File: config.mk
export PLATFORM = sky130hd
export DESIGN_NAME = cla_chunk_sequencer_flat
export DESIGN_NICKNAME = d
export VERILOG_FILES = /design/src/rtl/cla_chunk_sequencer_if.sv /design/src/rtl/cla_chunk_sequencer.sv /design/src/flat_wrapper.sv
export SDC_FILE = /design/constraint.sdc
export NUM_CORES = 1
export LEC_CHECK = 0
export ABC_AREA = 1
export ABC_CLOCK_PERIOD_IN_PS = 1330
export BUFFER_PORTS_ARGS = -buffer_cell sky130_fd_sc_hd__buf_2
export CAP_MARGIN = 20
export CORE_MARGIN = 5
export CORE_UTILIZATION = 48
export CTS_CLUSTER_DIAMETER = 200
export CTS_CLUSTER_SIZE = 30
export DETAILED_ROUTE_END_ITERATION = 7
export PLACE_DENSITY_LB_ADDON = 0.25
export SLEW_MARGIN = 20
export SYNTH_ARGS = -nofsm -noshare
export SYNTH_HDL_FRONTEND = slang
export SYNTH_SLANG_ARGS = --single-unit
export TNS_END_PERCENT = 5
File: constraint.sdc
create_clock -name clk -period 1.33 [get_ports clk]
set_input_delay 0.1995 -clock clk [delete_from_list [all_inputs] [get_ports clk]]
set_output_delay 0.1995 -clock clk [all_outputs]
set_load 0.005 [all_outputs]
File: src/rtl/cla_chunk_sequencer_if.sv
// Operand/result handshake plus the byte-wide link to the 8-bit CLA slice.
// slave  : the sequencer's view (takes requests, drives the CLA operands).
// master : the requester/adder side's view.
interface cla_chunk_sequencer_if #(
  parameter int WIDTH = 16
);
  // request side
  logic             start;
  logic [WIDTH-1:0] in_a;
  logic [WIDTH-1:0] in_b;
  logic             in_cin;
  // result side
  logic             busy;
  logic             done;
  logic [WIDTH-1:0] sum;
  logic             cout;
  // CLA link
  logic [7:0]       add_a;
  logic [7:0]       add_b;
  logic             add_c0;
  logic [7:0]       add_s;
  logic             add_c8;

  modport slave (
    input  start, in_a, in_b, in_cin,
    output busy, done, sum, cout,
    output add_a, add_b, add_c0,
    input  add_s, add_c8
  );

  modport master (
    output start, in_a, in_b, in_cin,
    input  busy, done, sum, cout,
    input  add_a, add_b, add_c0,
    output add_s, add_c8
  );
endinterface

File: src/rtl/cla_chunk_sequencer.sv
// Byte-serial WIDTH-bit adder built around an external 8-bit CLA slice.
// One operand byte per RUN cycle goes to the CLA; its carry-out is registered
// and fed back as the next byte's carry-in, and the returned byte sums are
// stitched into the registered result.
module cla_chunk_sequencer #(
  parameter int WIDTH = 16
) (
  input  logic                 clk,
  input  logic                 rst_n,
  cla_chunk_sequencer_if.slave bus
);

  localparam int NCH  = WIDTH / 8;
  localparam int IDXW = (NCH > 1) ? $clog2(NCH) : 1;
  localparam logic [IDXW-1:0] LAST_IDX = IDXW'(NCH - 1);

  typedef enum logic [1:0] {
    IDLE = 2'd0,
    RUN  = 2'd1,
    DONE = 2'd2
  } state_t;

  state_t            state_reg;
  state_t            state_next;
  logic [IDXW-1:0]   idx_reg;
  logic [WIDTH-1:0]  a_reg;
  logic [WIDTH-1:0]  b_reg;
  logic              carry_reg;
  logic [WIDTH-1:0]  sum_reg;
  logic              cout_reg;

  // operand registers split into bytes so the CLA mux is a plain array select
  logic [7:0] a_byte [NCH];
  logic [7:0] b_byte [NCH];

  generate
    for (genvar gi = 0; gi < NCH; gi++) begin : g_bytes
      assign a_byte[gi] = a_reg[gi*8 +: 8];
      assign b_byte[gi] = b_reg[gi*8 +: 8];
    end
  endgenerate

  wire last_chunk = (idx_reg == LAST_IDX);

  // next-state: accept in IDLE, walk the bytes in RUN, single DONE cycle
  always_comb begin
    state_next = state_reg;
    case (state_reg)
      IDLE:    if (bus.start) state_next = RUN;
      RUN:     if (last_chunk) state_next = DONE;
      DONE:    state_next = IDLE;
      default: state_next = IDLE;
    endcase
  end

  // CLA drive comes from registers only, and is held at zero outside RUN
  always_comb begin
    bus.add_a  = 8'h00;
    bus.add_b  = 8'h00;
    bus.add_c0 = 1'b0;
    if (state_reg == RUN) begin
      bus.add_a  = a_byte[idx_reg];
      bus.add_b  = b_byte[idx_reg];
      bus.add_c0 = carry_reg;
    end
  end

  // state, operand capture, byte-result stitching and carry ripple
  always_ff @(posedge clk) begin
    if (!rst_n) begin
      state_reg <= IDLE;
      idx_reg   <= '0;
      a_reg     <= '0;
      b_reg     <= '0;
      carry_reg <= 1'b0;
      sum_reg   <= '0;
      cout_reg  <= 1'b0;
    end else begin
      state_reg <= state_next;
      case (state_reg)
        IDLE: begin
          if (bus.start) begin
            a_reg     <= bus.in_a;
            b_reg     <= bus.in_b;
            carry_reg <= bus.in_cin;
            sum_reg   <= '0;
            idx_reg   <= '0;
          end
        end
        RUN: begin
          sum_reg[{idx_reg, 3'b000} +: 8] <= bus.add_s;
          carry_reg <= bus.add_c8;
          if (last_chunk) begin
            cout_reg <= bus.add_c8;
          end else begin
            idx_reg <= idx_reg + IDXW'(1);
          end
        end
        default: ;
      endcase
    end
  end

  assign bus.busy = (state_reg == RUN);
  assign bus.done = (state_reg == DONE);
  assign bus.sum  = sum_reg;
  assign bus.cout = cout_reg;

endmodule

File: src/flat_wrapper.sv
// flat-port wrapper written by rule: the top's interface ports become plain ports
module cla_chunk_sequencer_flat 
#(
  parameter int WIDTH = 16
)
  (clk, rst_n, bus_start, bus_in_a, bus_in_b, bus_in_cin, bus_busy, bus_done, bus_sum, bus_cout, bus_add_a, bus_add_b, bus_add_c0, bus_add_s, bus_add_c8);
  cla_chunk_sequencer_if #(.WIDTH(WIDTH)) bus_i ();
  input  logic clk;
  input  logic rst_n;
  input wire logic [$bits(bus_i.start)-1:0] bus_start;
  input wire logic [$bits(bus_i.in_a)-1:0] bus_in_a;
  input wire logic [$bits(bus_i.in_b)-1:0] bus_in_b;
  input wire logic [$bits(bus_i.in_cin)-1:0] bus_in_cin;
  output wire logic [$bits(bus_i.busy)-1:0] bus_busy;
  output wire logic [$bits(bus_i.done)-1:0] bus_done;
  output wire logic [$bits(bus_i.sum)-1:0] bus_sum;
  output wire logic [$bits(bus_i.cout)-1:0] bus_cout;
  output wire logic [$bits(bus_i.add_a)-1:0] bus_add_a;
  output wire logic [$bits(bus_i.add_b)-1:0] bus_add_b;
  output wire logic [$bits(bus_i.add_c0)-1:0] bus_add_c0;
  input wire logic [$bits(bus_i.add_s)-1:0] bus_add_s;
  input wire logic [$bits(bus_i.add_c8)-1:0] bus_add_c8;
  assign bus_i.start = bus_start;
  assign bus_i.in_a = bus_in_a;
  assign bus_i.in_b = bus_in_b;
  assign bus_i.in_cin = bus_in_cin;
  assign bus_busy = bus_i.busy;
  assign bus_done = bus_i.done;
  assign bus_sum = bus_i.sum;
  assign bus_cout = bus_i.cout;
  assign bus_add_a = bus_i.add_a;
  assign bus_add_b = bus_i.add_b;
  assign bus_add_c0 = bus_i.add_c0;
  assign bus_i.add_s = bus_add_s;
  assign bus_i.add_c8 = bus_add_c8;
  cla_chunk_sequencer #(.WIDTH(WIDTH)) u_core (.clk(clk), .rst_n(rst_n), .bus(bus_i));
endmodule
Word level (Yosys, flattened, before mapping)
Cells that the tools add are included.

Register bits: 53. Bits in latches: 0. RAM bits: 0. Memory bits (read-only): 0. Output and inout bits: 36. Logic and storage cells: 43. Memories kept: 0.

$add $sub $neg: 2. Multipliers: 0. Div/mod/pow operators: 0. Magnitude comparators: 1. Equality and inequality tests: 4. Shift-type cells: 2. Muxes and demuxes: 20. Bitwise gates (word level): 1. Reductions and logical operators: 6.

Operators by type and width (count): $mux W8 (8); $pmux W16 S2 (1); $bwmux W16 (1); $mux W16 (1); $shift A8 B6 Y16 const A (1); $shiftx A8 B6 Y16 (1); $reduce_and A2 Y1 (4); $neg A4 Y6 (1); $mux W1 (4); $mux W2 (2); $pmux W1 S2 (2); $pmux W2 S2 (1); $eq A2 B1 Y1 const B (1); $eq A2 B2 Y1 const B (1); $ge A2 B2 Y1 const B (1); $logic_not A2 Y1 (1); $ne A2 B1 Y1 const B (1); $ne A2 B2 Y1 const B (1); $not A1 Y2 (1); $reduce_bool A2 Y1 (1); $add A1 B1 Y1 const B (1).

Depth between registers and ports, before layout
Gate-level depths: netlist (run 1).

Depth after elaboration: 5. Mapped depth: 7. Depth with buffers taken out: 6.

Worst setup path after synthesis (run 1)
OpenSTA, ideal clock, no wires.

Kind: reg2out. Start point: register u_core.state_reg[0]. End point: output bus_add_a[4]. Arrival time: 1.033 ns. Data required time: 1.131 ns. Path slack: 0.098 ns. Stages on the path, launching flop included: 8. Cells stage by stage: dfxtp_1 -> inv_2 -> nor2_4 -> nand2_4 -> clkinv_2 -> buf_6 -> nand2_1 -> nand2_1.

Word-level cells in the longest chain between the ends: 2.

Ends and longest elaborated chain: start: declaration (RTL line cla_chunk_sequencer.sv:23) `state_t state_reg;`; start signal: assignment (RTL line cla_chunk_sequencer.sv:79) `state_reg <= state_next;`; $eq A2 B1 Y1; named net bus_busy (RTL line flat_wrapper.sv:14) `output wire logic [$bits(bus_i.busy)-1:0] bus_busy;`; $mux W8 (RTL line cla_chunk_sequencer.sv:61) `if (state_reg == RUN) begin`; end: declaration (RTL line flat_wrapper.sv:18) `output wire logic [$bits(bus_i.add_a)-1:0] bus_add_a;`.

The timed path passes the listed nets, and every way through them passes these cells.

Worst setup path after layout (run 1)
Start point: register u_core.state_reg[1]. End point: output bus_add_b[7].

Word-level cells in the longest chain between the ends: 2.

Ends and longest elaborated chain: $eq A2 B1 Y1 (RTL line cla_chunk_sequencer.sv:61); $mux W8 (RTL line cla_chunk_sequencer.sv:61); end: declaration (RTL line flat_wrapper.sv:19) `output wire logic [$bits(bus_i.add_b)-1:0] bus_add_b;`.

No other way between the ends.

==> key figures, run 1 <==
Detailed routing
  • Drt pass-1 iters: 4
  • Vias per cell: ~5
  • Remaining antenna violation count after routing: 0
  • Wirelength per Cell: ~13 um
  • Drc violations: 0
  • Final wirelength: around 5.6 mm
  • Via count: 2145
  • DR iter-0 viols: 88

Logic synthesis
  • Count leader, synth: nand2_1
  • Cell accounting for the most synthesized area: dfxtp_1
  • Mean Syn Cell Area: 7.275 um2
  • Post-synthesis sequential area ratio: 0.5012
  • Syn Inst Count: 291
  • Yosys reg bits: 53
  • Synth async-reset ratio: 0
  • EDFF count, synth: 0
  • Syn Nets: 336
  • Netlist Area Pre-Place: around 2100 um2
  • Post-synth top area share: 0.5012
  • Ranking of synthesized cells by area: dfxtp_1, nand2_1, nor2_1
  • Post-synth top cells: nand2_1, nor2_1, dfxtp_1
  • Distinct cells, synth: 21
  • Yosys warnings: 0
  • Synth Flop Type: dfxtp_1

Global routing
  • Initial antenna violation count: 0
  • Vias in the first global route: 2067
  • Tot GR Track Use: 0.1928
  • Largest net degree at the start of global routing: 34
  • First-pass GRT wire length: 9.356 mm
  • GR Overflow Total: 0

Status
  • Outcome: complete, but fails checks
  • Failing checks: setup timing

Critical path
  • Worst Path Max Fanout: 5
  • Critical Path End Type: output port
  • Critical path type: reg -> out
  • CP arrival: approximately 1.3 ns
  • Worst r2r path cells: 7
  • Worst setup SP type: flop
  • Worst path required time: between 1 and 1.5 ns

Floorplanning
  • Initial core utilization: 0.4896
  • Core area: 4324 um2
  • Die X: roughly 76 um
  • Die Area: 5838 um2
  • I/O pins: 81
  • Row count: 24
  • Vert. Die Dim: about 76 um

STA
  • Fin. max-slew vios: 0
  • # setup viols final: 16
  • Final period utilization: 1.096
  • Rel. slew slack: 0.7156
  • Clock skew after layout: 0.004770 ns
  • RSZ-0062 raised after global routing: yes
  • Final Hold Fails: 0
  • Final worst slack: -0.1271 ns
  • Max Clk Rate: around 700 MHz
  • Slew @ Worst Pin: between 0.4 and 0.5 ns
  • Fin crit period: 1.457 ns

CTS
  • Clk slew on worst S/H paths: roughly 0.090 ns
  • Max clock buf depth: 2
  • Number of clock sinks: 53
  • # hold bufs at CTS: 0
  • Num CTS Buffers: 5
  • CTS tree: built
  • H-tree depth: 2
  • Clk_lat worst skew: approximately 0.30 ns
  • CTS root buf: clkbuf_8

Placement
  • Number of port buffers: 80
  • DP HPWL: around 3.8 mm
  • Setup WS pre-CTS: about 0.0058 ns
  • Placer Congestion: 0.7949
  • Placed cell areas: 2619 um2

Layout
  • Post-route cell area: around 2800 um2
  • Nets@finish: ~430
  • Number of diodes: 0
  • Final core occ: 0.6571
  • Fraction of layout cells with a size suffix above 1: 0.3420
  • Layout area overhead: 34.22%

Power and ir drop
  • Peak VDD IR: about 0.7 mV
  • Power Dens Cells: ~1100 nW/um2
  • Leakage: approximately 1.4 nW

Worst hold path
  • Hold Path Cell Cnt: 3
  • Worst Hold Class: in -> reg

Run
  • Max-cap violations: 0
==> cells in the final DEF, fill, tap and decap left out <==
cell type	synthesis	routed
clkbuf_8	0	6
nor2_4	1	3
a211oi_1	1	1
buf_4	0	14
o21ai_0	40	23
nand3_1	10	10
dfxtp_1	53	50
nand3_4	1	1
nand2_2	0	7
dfxtp_4	0	3
nor2_2	2	1
buf_6	2	2
buf_2	5	80
clkinv_8	0	1
a21oi_1	9	9
nand2_1	78	71
nor2_1	68	67
inv_4	1	3
inv_1	5	3
inv_8	0	2
nor2_8	1	1
nand2_4	2	2
o21ai_1	1	17
inv_2	2	2
buf_12	0	2
clkbuf_1	7	1
o21ai_2	0	1
==> logic make-up (layout without fill, tap and decap cells) <==
| logic type | after synthesis | after routing | synth area share |
|---|---|---|---|
| compound gates | 51 | 51 | 0.1217 |
| buf+inv | 24 | 116 | 0.05496 |
| flops | 53 | 53 | 0.5012 |
| simple gates | 163 | 163 | 0.3221 |
==> report_power, final <==
| part | leakage [nW] | switching, mW | total, mW | internal (mW) |
|---|---|---|---|---|
| Sequential | 0.438 | 0.0626 | 1.76 | 1.70 |
| Combinational | 0.944 | 0.326 | 0.579 | 0.253 |
| Clock | 0.0443 | 0.489 | 0.903 | 0.414 |
==> area by class of cell <==
cell class	count	area (um2)
Fill cell	394	1483
Sequential cell	53	1072
Timing Repair inverter	2	17.52
Multi-Input combinational cell	214	973.4
Timing Repair Buffer	98	568.0
Tap cell	52	65.06
Inverter	9	58.81
Clock buffer	7	86.33
==> through the flow <==
step	hold slack [ns]	TNS [ns]	power (mW)	cells
floorplan	0.3026	0	2.082	291
finish	0.09383	-1.763	3.241	435
global route	0.1142	-3.747	3.431	435
detailed placement	0.4038	0	2.308	420
CTS	0.08308	-2.168	3.260	434
global placement	0.4079	0	2.298	420
==> worst paths after layout <==
check	from	to	slack, ns
setup / recovery	u_core.state_reg[1]	bus_add_b[7]	-0.13
setup reg to reg	u_core.state_reg[0]	u_core.b_reg[5]	0.01
hold reg to reg	u_core.bus.sum[13]	u_core.bus.sum[13]	0.47
hold / removal	bus_add_c8	u_core.bus.cout	0.09
==> per-layer routing <==
layer  track usage  wire (um)  share of wire  up-vias
met5             0          0              0        -
met2        0.3271       2682           0.48       66
met4       0.05594         81          0.015        0
met3       0.05910        333          0.060       10
li1              -          -              -     1104
met1        0.2333       2452           0.44      965
==> critical path: stages, from the launching register on <==
cell     delay, ns
dfxtp_4       0.38
inv_4         0.07
nand3_4       0.16
inv_8         0.12
nand2_1       0.05
nand2_1       0.07
buf_2         0.11
==> what timing repair did <==
item                                   4_1_cts  5_1_grt
setup endpoints to repair                   18       58
gates resized for setup                     26       20
gates cloned                                 2        0
buffers inserted                             5        1
pin swaps                                   10       25
endpoints found under the hold margin        0        0
Note: power is estimated with default switching activity, not from simulation.
==> run 2: changes to the inputs <==
--- a/config.mk
+++ b/config.mk
@@ -9,8 +9,10 @@
 export ABC_CLOCK_PERIOD_IN_PS = 1330
 export BUFFER_PORTS_ARGS = -buffer_cell sky130_fd_sc_hd__buf_2
 export CAP_MARGIN = 20
+export CELL_PAD_IN_SITES_DETAIL_PLACEMENT = 0
+export CELL_PAD_IN_SITES_GLOBAL_PLACEMENT = 2
 export CORE_MARGIN = 5
-export CORE_UTILIZATION = 48
+export CORE_UTILIZATION = 25
 export CTS_CLUSTER_DIAMETER = 200
 export CTS_CLUSTER_SIZE = 30
 export DETAILED_ROUTE_END_ITERATION = 7
==> key figures, run 2 (synthesis gave the netlist of run 1 again) <==
Status
  • Outcome: complete, but fails checks
  • Failing checks: setup timing

STA
  • Final Hold Fails: 0 (unchanged)
  • Rel. slew slack: 0.7570 (+0.04140)
  • Slew @ Worst Pin: 0.3642 ns (-0.05803 ns)
  • Final hold slack: 0.1020 ns (+0.008148 ns)
  • # setup viols final: 16 (unchanged)
  • Final worst slack: -0.1250 ns (+0.002083 ns)
  • Clock skew after layout: 0.007207 ns (+0.002437 ns)
  • Setup TNS: -1.733 ns (+0.03044 ns)
  • Final period utilization: 1.094 (-0.001566)
  • Fin crit period: 1.455 ns (-0.002083 ns)
  • Max Clk Rate: 687.3 MHz (+0.14%)
  • RSZ-0062 raised after global routing: yes
  • Fin. max-slew vios: 0 (unchanged)

Detailed routing
  • Wirelength per Cell: 12.86 um (+0.77%)
  • Final wirelength: 6.210 mm (+12%)
  • Via count: 2049 (-4.5%)
  • Vias per cell: 4.242 (-14%)
  • Remaining antenna violation count after routing: 0 (unchanged)
  • DR iter-0 viols: 63 (-28%)
  • Drt pass-1 iters: 4 (unchanged)
  • Drc violations: 0 (unchanged)

Power and ir drop
  • Combinational share of power: 0.170 (-0.009)
  • Power Dens Cells: 1131 nW/um2 (-0.81%)
  • Leakage: 1.387 nW (-2.8%)
  • Peak VDD IR: 0.4120 mV (-42%)
  • P_int: 2.298 mW (-2.8%)
  • Seq pwr share: 0.552 (+0.009)
  • Switching Power: 888.0 uW (+1.2%)
  • Total power: 3.186 mW (-1.7%)
  • Clock power share: 0.278 (about the same)
  • Sw frac: 0.2787 (+0.007929)

Placement
  • DP HPWL: 4.522 mm (+18%)
  • Placer Congestion: 0.7164 (-9.9%)
  • Number of port buffers: 80 (unchanged)
  • Placed Cells: 475 (+13%)

CTS
  • Clk_lat worst skew: 0.30 ns (about the same)
  • Clk slew on worst S/H paths: 0.09 ns (about the same)
  • CTS root buf: clkbuf_8
  • Num CTS Buffers: 5 (unchanged)
  • Number of clock sinks: 53 (unchanged)
  • # hold bufs at CTS: 0 (unchanged)
  • Max clock buf depth: 2 (unchanged)
  • H-tree depth: 2 (unchanged)
  • CTS tree: built

Critical path
  • Worst r2r path cells: 5 (-2)
  • WP depth: 6 (unchanged)
  • CP arrival: 1.26 ns (about the same)
  • Worst path required time: 1.13 ns (about the same)
  • Worst r2r src: u_core.state_reg[0]
  • CP max stage cell: dfxtp_4
  • Reg2reg end: u_core.bus.sum[9]
  • CP cell instances: buf_6 -> nand3_4 -> clkinv_8 -> nand2_1 -> nand2_1 -> buf_2
  • Reg2Reg Setup Slack: 0.08 ns (+0.07 ns)
  • Critical path type: reg -> out
  • CP startpoint: u_core.state_reg[0]
  • Cell family with most CP delay: flip-flops
  • Buffers & Inverters on Critical Path: 3 (unchanged)
  • Setup crit end: bus_add_b[4]
  • Max incr delay on CP: 0.37 ns (about the same)
  • Most frequent CP cell: nand2_1
  • Worst Path Max Fanout: 18 (+13)
  • Worst setup SP type: flop
  • Critical Path End Type: output port

Run
  • Max-cap violations: 0 (unchanged)

Global routing
  • Initial antenna violation count: 0 (unchanged)
  • GR Overflow Total: 0 (unchanged)
  • Tot GR Track Use: 0.1243 (-0.06849)
  • Largest net degree at the start of global routing: 25 (-26%)
  • Vias in the first global route: 2138 (+3.4%)
  • First-pass GRT wire length: 10.32 mm (+10%)

Floorplanning
  • Vert. Die Dim: 102.0 um (+34%)
  • Initial core utilization: 0.2577 (-0.2319)
  • Die X: 102.0 um (+34%)
  • Die Area: 10410 um2 (+78%)
  • I/O pins: 81 (unchanged)
  • Row count: 33 (+38%)
  • Core area: 8217 um2 (+90%)

Layout
  • Nets@finish: 422 (-1.4%)
  • Number of diodes: 0 (unchanged)
  • Fraction of layout cells with a size suffix above 1: 0.3122 (-0.02987)
  • Most frequent cells in the layout: buf_2, nand2_1, nor2_1
  • Layout area overhead: 33.04%
  • Final core occ: 0.3428 (-0.3143)
  • Non-filler cells, final: 483 (+11%)
  • Most common cell after layout, fill and taps aside: buf_2

Worst hold path
  • Worst Hold Class: in -> reg
[run 2: cell count changes in the layout (fill, tap and decap cells not counted), moves of 2 or more]
cell,before,now
o21ai_0,23,40
o21ai_1,17,1
nand2_1,71,77
nand2_2,7,1
buf_4,14,11
inv_4,3,0
clkinv_2,0,2
dfxtp_2,0,2
dfxtp_4,3,1
inv_2,2,4
inv_8,2,0
nor2_4,3,1
[run 2: final cells by class]
| cell class | count | area, um2 |
|---|---|---|
| repair buffers | 94 | 534.3 |
| inverters | 9 | 58.81 |
| fillers | 931 | 5400 |
| multi-input cells | 214 | 942.2 |
| well taps | 105 | 131.4 |
| clock inverters | 2 | 10.01 |
| flip-flops and latches | 53 | 1067 |
| clock buffers | 6 | 72.57 |
[run 2: timing repair]
action / 4_1_cts / 5_1_grt
buffers inserted: 0 / 0
gates resized for setup: 10 / 3
setup endpoints to repair: 19 / 24
[run 2: power groups by stage]
stage | Sequential, mW | Clock (mW) | Combinational, mW
2_1_floorplan | 1.79 | 0 | 0.297
3_3_place_gp | 1.79 | 0 | 0.542
3_5_place_dp | 1.79 | 0 | 0.544
4_1_cts | 1.76 | 0.939 | 0.555
5_1_grt | 1.77 | 0.975 | 0.625
6_report | 1.76 | 0.887 | 0.542
[run 2: routing by layer]
layer  global-route usage  routed length [um]  vias up  share of wire
met5                    0                   0        -              0
li1                     -                   -     1091              -
met3              0.03754                 537        4          0.086
met2               0.2009                2651       60           0.43
met4              0.03027                  53        0         0.0085
met1               0.1629                2967      894           0.48
[run 2: how the worst min path moves through the flow]
stage	from	end	slack, ns	cells after the start
after global routing	bus_add_s[6]	u_core.bus.sum[14]	0.12	3
after floorplan	bus_add_c8	u_core.bus.cout	0.30	2
after detailed placement	bus_add_c8	u_core.bus.cout	0.41	3
after CTS	bus_add_c8	u_core.bus.cout	0.09	3
final	bus_add_c8	u_core.bus.cout	0.10	3
after global placement	bus_add_c8	u_core.bus.cout	0.42	3
[run 2: worst reg2reg max path: cells and delay by family, from the launching register on]
kind	cells	cell delay, ns
and+or+nand+nor	2	0.42
DFF	1	0.37
buffers and inverters	2	0.22
AOI/OAI and AO/OA	1	0.12
[run 2: through the flow]
step                setup slack [ns]  cell area [um2]
CTS                          -0.1487             2808
floorplan                    0.09764             2117
detailed placement          0.007377             2700
global route                 -0.2131             2816
finish                       -0.1250             2816
global placement             0.01287             2700
